--- src/rtl/dino_pkg.sv ---
// Shared constants and types for the dino frame-status block: display
// geometry, sprite size, register map and STATUS bit positions.
package dino_pkg;

  localparam int HACTIVE  = 1280;
  localparam int VACTIVE  = 480;
  localparam int SPRITE_W = 32;
  localparam int SPRITE_H = 32;

  localparam logic [3:0] REG_STATUS = 4'd0;
  localparam logic [3:0] REG_FRAME  = 4'd1;
  localparam logic [3:0] REG_CTRL   = 4'd2;
  localparam logic [3:0] REG_LAST   = 4'd3;

  localparam int ST_CAC    = 0;
  localparam int ST_GOD    = 1;
  localparam int ST_VBLANK = 2;

  // Collision flags kept per frame; bit order matches STATUS[1:0] and LAST.
  typedef struct packed {
    logic god;
    logic cac;
  } hit_pair_t;

endpackage

--- src/rtl/sprite_box_hit.sv ---
// Combinational test of whether the current pixel falls inside a 32x32
// sprite box whose origin is (x, y). Box ends are computed at 11 bits so
// origins near 255 do not wrap.
module sprite_box_hit
  import dino_pkg::*;
(
  input  logic [10:0] hcount,
  input  logic [9:0]  vcount,
  input  logic [7:0]  x,
  input  logic [7:0]  y,
  output logic        hit
);

  logic [10:0] x_lo;
  logic [10:0] x_hi;
  logic [10:0] y_lo;
  logic [10:0] y_hi;
  logic [10:0] v_ext;

  // Zero-extend the origin, form the exclusive box end, and compare.
  always_comb begin
    x_lo  = {3'b000, x};
    y_lo  = {3'b000, y};
    x_hi  = x_lo + 11'(SPRITE_W);
    y_hi  = y_lo + 11'(SPRITE_H);
    v_ext = {1'b0, vcount};
    hit   = (hcount >= x_lo) && (hcount < x_hi) &&
            (v_ext >= y_lo) && (v_ext < y_hi);
  end

endmodule

--- src/rtl/dino_frame_status.sv ---
// Per-frame collision status for the dino game: accumulates dino/cactus and
// dino/bird overlaps over the active picture, latches them at frame end and
// exposes STATUS, FRAME_COUNT, CTRL and LAST on a small CPU register bus.
// Optional feature macro: DINO_STATUS_IRQ_EN (CTRL.irq_en and the irq line).
module dino_frame_status
  import dino_pkg::*;
(
  input  logic        clk,
  input  logic        reset,
  input  logic        chipselect,
  input  logic        read,
  input  logic        write,
  input  logic [3:0]  address,
  input  logic [31:0] writedata,
  output logic [31:0] readdata,
  output logic        irq,
  input  logic [10:0] hcount,
  input  logic [9:0]  vcount,
  input  logic [7:0]  dino_x,
  input  logic [7:0]  dino_y,
  input  logic [7:0]  cac_x,
  input  logic [7:0]  cac_y,
  input  logic [7:0]  god_x,
  input  logic [7:0]  god_y
);

  logic        dino_hit;
  logic        cac_hit;
  logic        god_hit;
  logic        active_pixel;
  logic        frame_end;
  logic        rd_acc;
  logic        irq_en_rd;

  hit_pair_t   acc_q, acc_d;
  hit_pair_t   last_q, last_d;
  logic [2:0]  status_q, status_d;
  logic [15:0] frame_count_q, frame_count_d;
  logic [31:0] readdata_q, readdata_d;

  sprite_box_hit u_dino_hit (.hcount(hcount), .vcount(vcount), .x(dino_x), .y(dino_y), .hit(dino_hit));
  sprite_box_hit u_cac_hit  (.hcount(hcount), .vcount(vcount), .x(cac_x),  .y(cac_y),  .hit(cac_hit));
  sprite_box_hit u_god_hit  (.hcount(hcount), .vcount(vcount), .x(god_x),  .y(god_y),  .hit(god_hit));

  // Accumulate collisions, then at frame end hand them to LAST/STATUS; a frame-end set overrides a same-cycle STATUS clear.
  always_comb begin
    active_pixel  = (hcount < 11'(HACTIVE)) && (vcount < 10'(VACTIVE));
    frame_end     = (hcount == 11'd0) && (vcount == 10'(VACTIVE));
    rd_acc        = chipselect & read;
    acc_d         = acc_q;
    last_d        = last_q;
    status_d      = status_q;
    frame_count_d = frame_count_q;
    if (active_pixel) begin
      if (dino_hit && cac_hit) acc_d.cac = 1'b1;
      if (dino_hit && god_hit) acc_d.god = 1'b1;
    end
    if (rd_acc && (address == REG_STATUS)) begin
      status_d = 3'b000;
    end
    if (frame_end) begin
      last_d              = acc_q;
      status_d[ST_CAC]    = status_d[ST_CAC] | acc_q.cac;
      status_d[ST_GOD]    = status_d[ST_GOD] | acc_q.god;
      status_d[ST_VBLANK] = 1'b1;
      acc_d               = '0;
      frame_count_d       = frame_count_q + 16'd1;
    end
  end

  // Read mux samples the pre-update register values and holds between reads.
  always_comb begin
    readdata_d = readdata_q;
    if (rd_acc) begin
      case (address)
        REG_STATUS: readdata_d = {29'd0, status_q};
        REG_FRAME:  readdata_d = {16'd0, frame_count_q};
        REG_CTRL:   readdata_d = {31'd0, irq_en_rd};
        REG_LAST:   readdata_d = {30'd0, last_q};
        default:    readdata_d = 32'd0;
      endcase
    end
  end

  // Core state registers with synchronous active-low reset.
  always_ff @(posedge clk) begin
    if (!reset) begin
      acc_q         <= '0;
      last_q        <= '0;
      status_q      <= 3'b000;
      frame_count_q <= 16'd0;
      readdata_q    <= 32'd0;
    end else begin
      acc_q         <= acc_d;
      last_q        <= last_d;
      status_q      <= status_d;
      frame_count_q <= frame_count_d;
      readdata_q    <= readdata_d;
    end
  end

  assign readdata = readdata_q;

`ifdef DINO_STATUS_IRQ_EN
  logic irq_en_q, irq_en_d;
  logic irq_q, irq_d;
  logic unused_wdata;

  // CTRL write path and the registered level interrupt.
  always_comb begin
    irq_en_d = irq_en_q;
    if (chipselect && write && (address == REG_CTRL)) begin
      irq_en_d = writedata[0];
    end
    irq_d = irq_en_d & status_d[ST_VBLANK];
  end

  // Interrupt enable and interrupt output registers.
  always_ff @(posedge clk) begin
    if (!reset) begin
      irq_en_q <= 1'b0;
      irq_q    <= 1'b0;
    end else begin
      irq_en_q <= irq_en_d;
      irq_q    <= irq_d;
    end
  end

  assign irq          = irq_q;
  assign irq_en_rd    = irq_en_q;
  assign unused_wdata = ^writedata[31:1];
`else
  logic unused_wdata;

  assign irq          = 1'b0;
  assign irq_en_rd    = 1'b0;
  assign unused_wdata = ^{write, writedata};
`endif

endmodule

--- config.mk ---
export PLATFORM = sky130hd
export DESIGN_NAME = dino_frame_status
export DESIGN_NICKNAME = d
export VERILOG_FILES = /design/src/rtl/dino_pkg.sv /design/src/rtl/sprite_box_hit.sv /design/src/rtl/dino_frame_status.sv
export SDC_FILE = /design/constraint.sdc
export NUM_CORES = 1
export LEC_CHECK = 0
export BUFFER_PORTS_ARGS = -buffer_cell sky130_fd_sc_hd__buf_2
export CAP_MARGIN = 40
export CORE_MARGIN = 8
export CORE_UTILIZATION = 40
export CTS_BUF_LIST = sky130_fd_sc_hd__clkbuf_4
export CTS_CLUSTER_SIZE = 14
export DETAILED_ROUTE_END_ITERATION = 12
export HOLD_SLACK_MARGIN = 0.15
export MAX_ROUTING_LAYER = met4
export PLACE_DENSITY = 0.64
export SETUP_SLACK_MARGIN = 0.4
export SYNTH_ARGS = -nofsm -noshare
export SYNTH_HDL_FRONTEND = slang
export SYNTH_SLANG_ARGS = --single-unit
--- constraint.sdc ---
create_clock -name clk -period 2.27 [get_ports clk]
set_input_delay 0.3405 -clock clk [delete_from_list [all_inputs] [get_ports clk]]
set_output_delay 0.3405 -clock clk [all_outputs]
set_load 0.01 [all_outputs]
==> qor.csv <==
stage,metric,value,unit
sta,slew_viol_final,0,
worst_setup_path,worst_setup_path_end_kind,flip-flop,
sta,rsz0062_at_grt,true,
logic_synthesis,syn-cell-area,0.003839,mm²
worst_setup_path,path_buf_inv,3,
grt,grt_usage,15.05,%
logic_synthesis,synth_area_leader_cell,ha_1,
cells_and_area,area_growth,19.00,%
grt,grt_max_degree,27,
floorplanning,die_x,114.0,µm
sta,setup_viol,0,
min_path,holdCritPathClass,primary input to flip-flop,
worst_setup_path,crit_arrival,2.09,ns
logic_synthesis,synth_area_leaders,"ha_1, dfxtp_1, inv_1, xnor2_1, buf_4",
worst_setup_path,critPathRequiredTime,2.54,ns
worst_setup_path,cp_max_fo,4,
placed_design,portBuffers,92,
logic_synthesis,synth_seq_cells,39,
clock_network,postCtsHoldBufs,0,
worst_setup_path,crit_family,simple AND/OR/NAND/NOR gates,
worst_setup_path,slowest_delay,0.26,ns
floorplanning,row_count,35,
clock_network,h-tree-depth,2,
cells_and_area,layout_common_cells,"buf_2, ha_1, inv_1",
sta,finClkSkew,0.007938,ns
grt,antenna_found_initial,1,
worst_setup_path,critical_path_class,primary input to flip-flop,
worst_setup_path,cp.depth,10,
placed_design,hpwlAfterDp,8131,µm
sta,timing.final.hold_violations,0,
logic_synthesis,synthXorXnorAreaFrac,4.335,%
grt,grt_pass1_wl,16070,µm
detailed_routing,vias,3580,
logic_synthesis,synth_fa_ha_area_share,25.75,%
clock_network,root_buffer,clkbuf_4,
grt,gr-total-overflow,0,
logic_synthesis,synthMuxAreaShare,0.7823,%
clock_network,clk_path_buf_depth,2,
clock_network,worst_skew_pair.late_latency,0.34,ns
sta,fmax,547.9,MHz
logic_synthesis,yosys_most_used_dff,dfxtp_1,
detailed_routing,routed_via_density,5.078,
logic_synthesis,synth_enable_flop_cells,0,
worst_setup_path,start_kind,primary input,
sta,tns,0,ns
cells_and_area,layout_commonest_cell,buf_2,
flow_run,maxCapViolCount,0,
logic_synthesis,synth_compound_area_share,17.28,%
worst_setup_path,crit_slowest_cell,ha_4,
detailed_routing,drt-initial-drc-count,156,
worst_setup_path,r2r_cells,6,
clock_network,numCtsBuffers,5,
floorplanning,io_pins,143,
worst_setup_path,cp_cell_sequence,"buf_4, ha_4, inv_2, ha_4, or3b_4, a21oi_1, nor4_1, nand4_1, buf_4, o31ai_2",
floorplanning,die_h,114.0,µm
placed_design,gp_congestion,0.8331,
power,powerDensity,360.9,mW/mm²
logic_synthesis,synth_top_family_by_area,adder cells,
power,power,0.001649,W
cells_and_area,fillers,968,
power,p_leak,2.237,nW
grt,grt_pass1_vias,3696,
logic_synthesis,yosysSeqAreaShare,20.34,%
sta,period_minus_slack,1.825,ns
power,max-vdd-ir-drop,0.0003677,V
sta,min_period_over_period,80.40,%
detailed_routing,drcViolationCount,0,
cells_and_area,num-nets-final,763,
logic_synthesis,async_reset_ff_share,0,%
clock_network,cts.clk_slew.worst_paths,0.11,ns
detailed_routing,wl_per_cell,13.54,µm
logic_synthesis,syn_inst,473,
logic_synthesis,ys_types,48,
cells_and_area,drive_above_1_share,21.57,%
detailed_routing,routed_wl,9549,µm
logic_synthesis,yosys_warnings,0,
detailed_routing,firstDrtPassIters,4,
clock_network,cts.sinks,39,
detailed_routing,drt.antenna.violating_nets,0,
floorplanning,start_util,41.35,%
min_path,hold_depth,2,
logic_synthesis,avgSynthCellArea,8.116,µm²
floorplanning,fp.coreArea,0.009284,mm²
clock_network,tritoncts,built,
logic_synthesis,yosysTopAreaCellShare,25.75,%
logic_synthesis,synth-simple-area-share,21.51,%
outcome,run_status,"finished, final reports clean",
floorplanning,dieArea,0.01299,mm²
-- metal layers --
layer,part of all wire [%],vias to the layer above,GRT usage (%)
met5,0,-,-
met3,4.1,15,2.060
met2,48,91,25.75
li1,-,1850,-
met4,1.6,0,4.703
met1,46,1624,17.89
-- power by group --
part	switching [W]	total, W	internal, W
registers	0.0000000809	0.000684	0.000684
logic	0.000285	0.000516	0.000231
clock network	0.000222	0.000449	0.000227
total	0.000507	0.00165	0.00114
-- stage by stage --
step	cell area (µm²)	utilization [%]	hold slack (ns)	worst slack (ns)	instances
global placement	4461	48.05	0.4572	0.03293	695
CTS	4543	48.94	0.3347	0.4496	703
floorplan	3926	-	0.4412	0.4147	489
finish	4568	49.20	0.3448	0.4448	705
global route	4568	49.20	0.3488	0.3620	705
detailed placement	4461	48.05	0.4654	0.02742	695
-- worst paths after layout --
path | from | to | slack (ns)
setup reg to reg | frame_count_q[3] | frame_count_q[13] | 0.69
setup / recovery | dino_x[5] | acc_q[1] | 0.44
hold / removal | reset | acc_q[0] | 0.34
hold reg to reg | last_q[0] | last_q[0] | 0.48
-- sequential cells by signal, indices dropped and copies added (netlist names) --
| signal | flops |
|---|---|
| frame_count_q | 16 |
| readdata | 16 |
| status_q | 3 |
| acc_q | 2 |
| last_q | 2 |
-- worst reg2reg max path: stages, from the launching register on --
cell and delay [ns]:
dfxtp_1 0.42, and3_1 0.20, and2_1 0.16, nor3b_4 0.31
nand3_1 0.14, xnor2_1 0.13, and2_1 0.15
-- cell type report --
class | count | area [µm²] | area share (%)
Antenna cell | 1 | 2.502 | 0.05478
Inverter | 58 | 217.7 | 4.766
Multi-Input combinational cell | 367 | 2784 | 60.94
Tap cell | 129 | 161.4 | 3.533
Timing Repair Buffer | 103 | 545.5 | 11.94
Clock buffer | 5 | 37.54 | 0.8217
Sequential cell | 39 | 780.7 | 17.09
Clock inverter | 3 | 38.79 | 0.8491
-- cell families after synthesis --
family / after synthesis
AO/OA/AOI/OAI: 102
XOR/XNOR: 19
adder cells (fa/ha/maj): 79
buffers and inverters: 83
flip-flops: 39
multiplexers: 3
other: 1
AND/OR/NAND/NOR: 147
-- what timing repair did --
| action | 4_1_cts | 5_1_grt |
|---|---|---|
| pin swaps | 0 | 3 |
| resized for setup | 1 | 4 |
| setup buffers | 0 | 1 |
| setup endpoints to repair | 1 | 3 |
| cloned | 0 | 0 |
-- Yosys cell counts, drive strengths merged, types with 2 or more instances --
cell      n
a21oi    24
o21ai    24
o221ai    2
inv      58
nand4b    3
a22oi    15
mux2i     3
and3      4
nand2    27
buf      19
nand2b    6
and2     16
a211o     2
xnor2    16
nor2b    19
clkbuf    6
nand4    10
nor3      6
a2111oi   3
dfxtp    39
xor2      3
o211ai    6
o21a      2
or3       4
a31o      2
nand3    23
a22o      2
ha       79
nor2     17
nor4      9
a21boi    8
a211oi    6
Note: power is estimated with default switching activity, not from simulation.
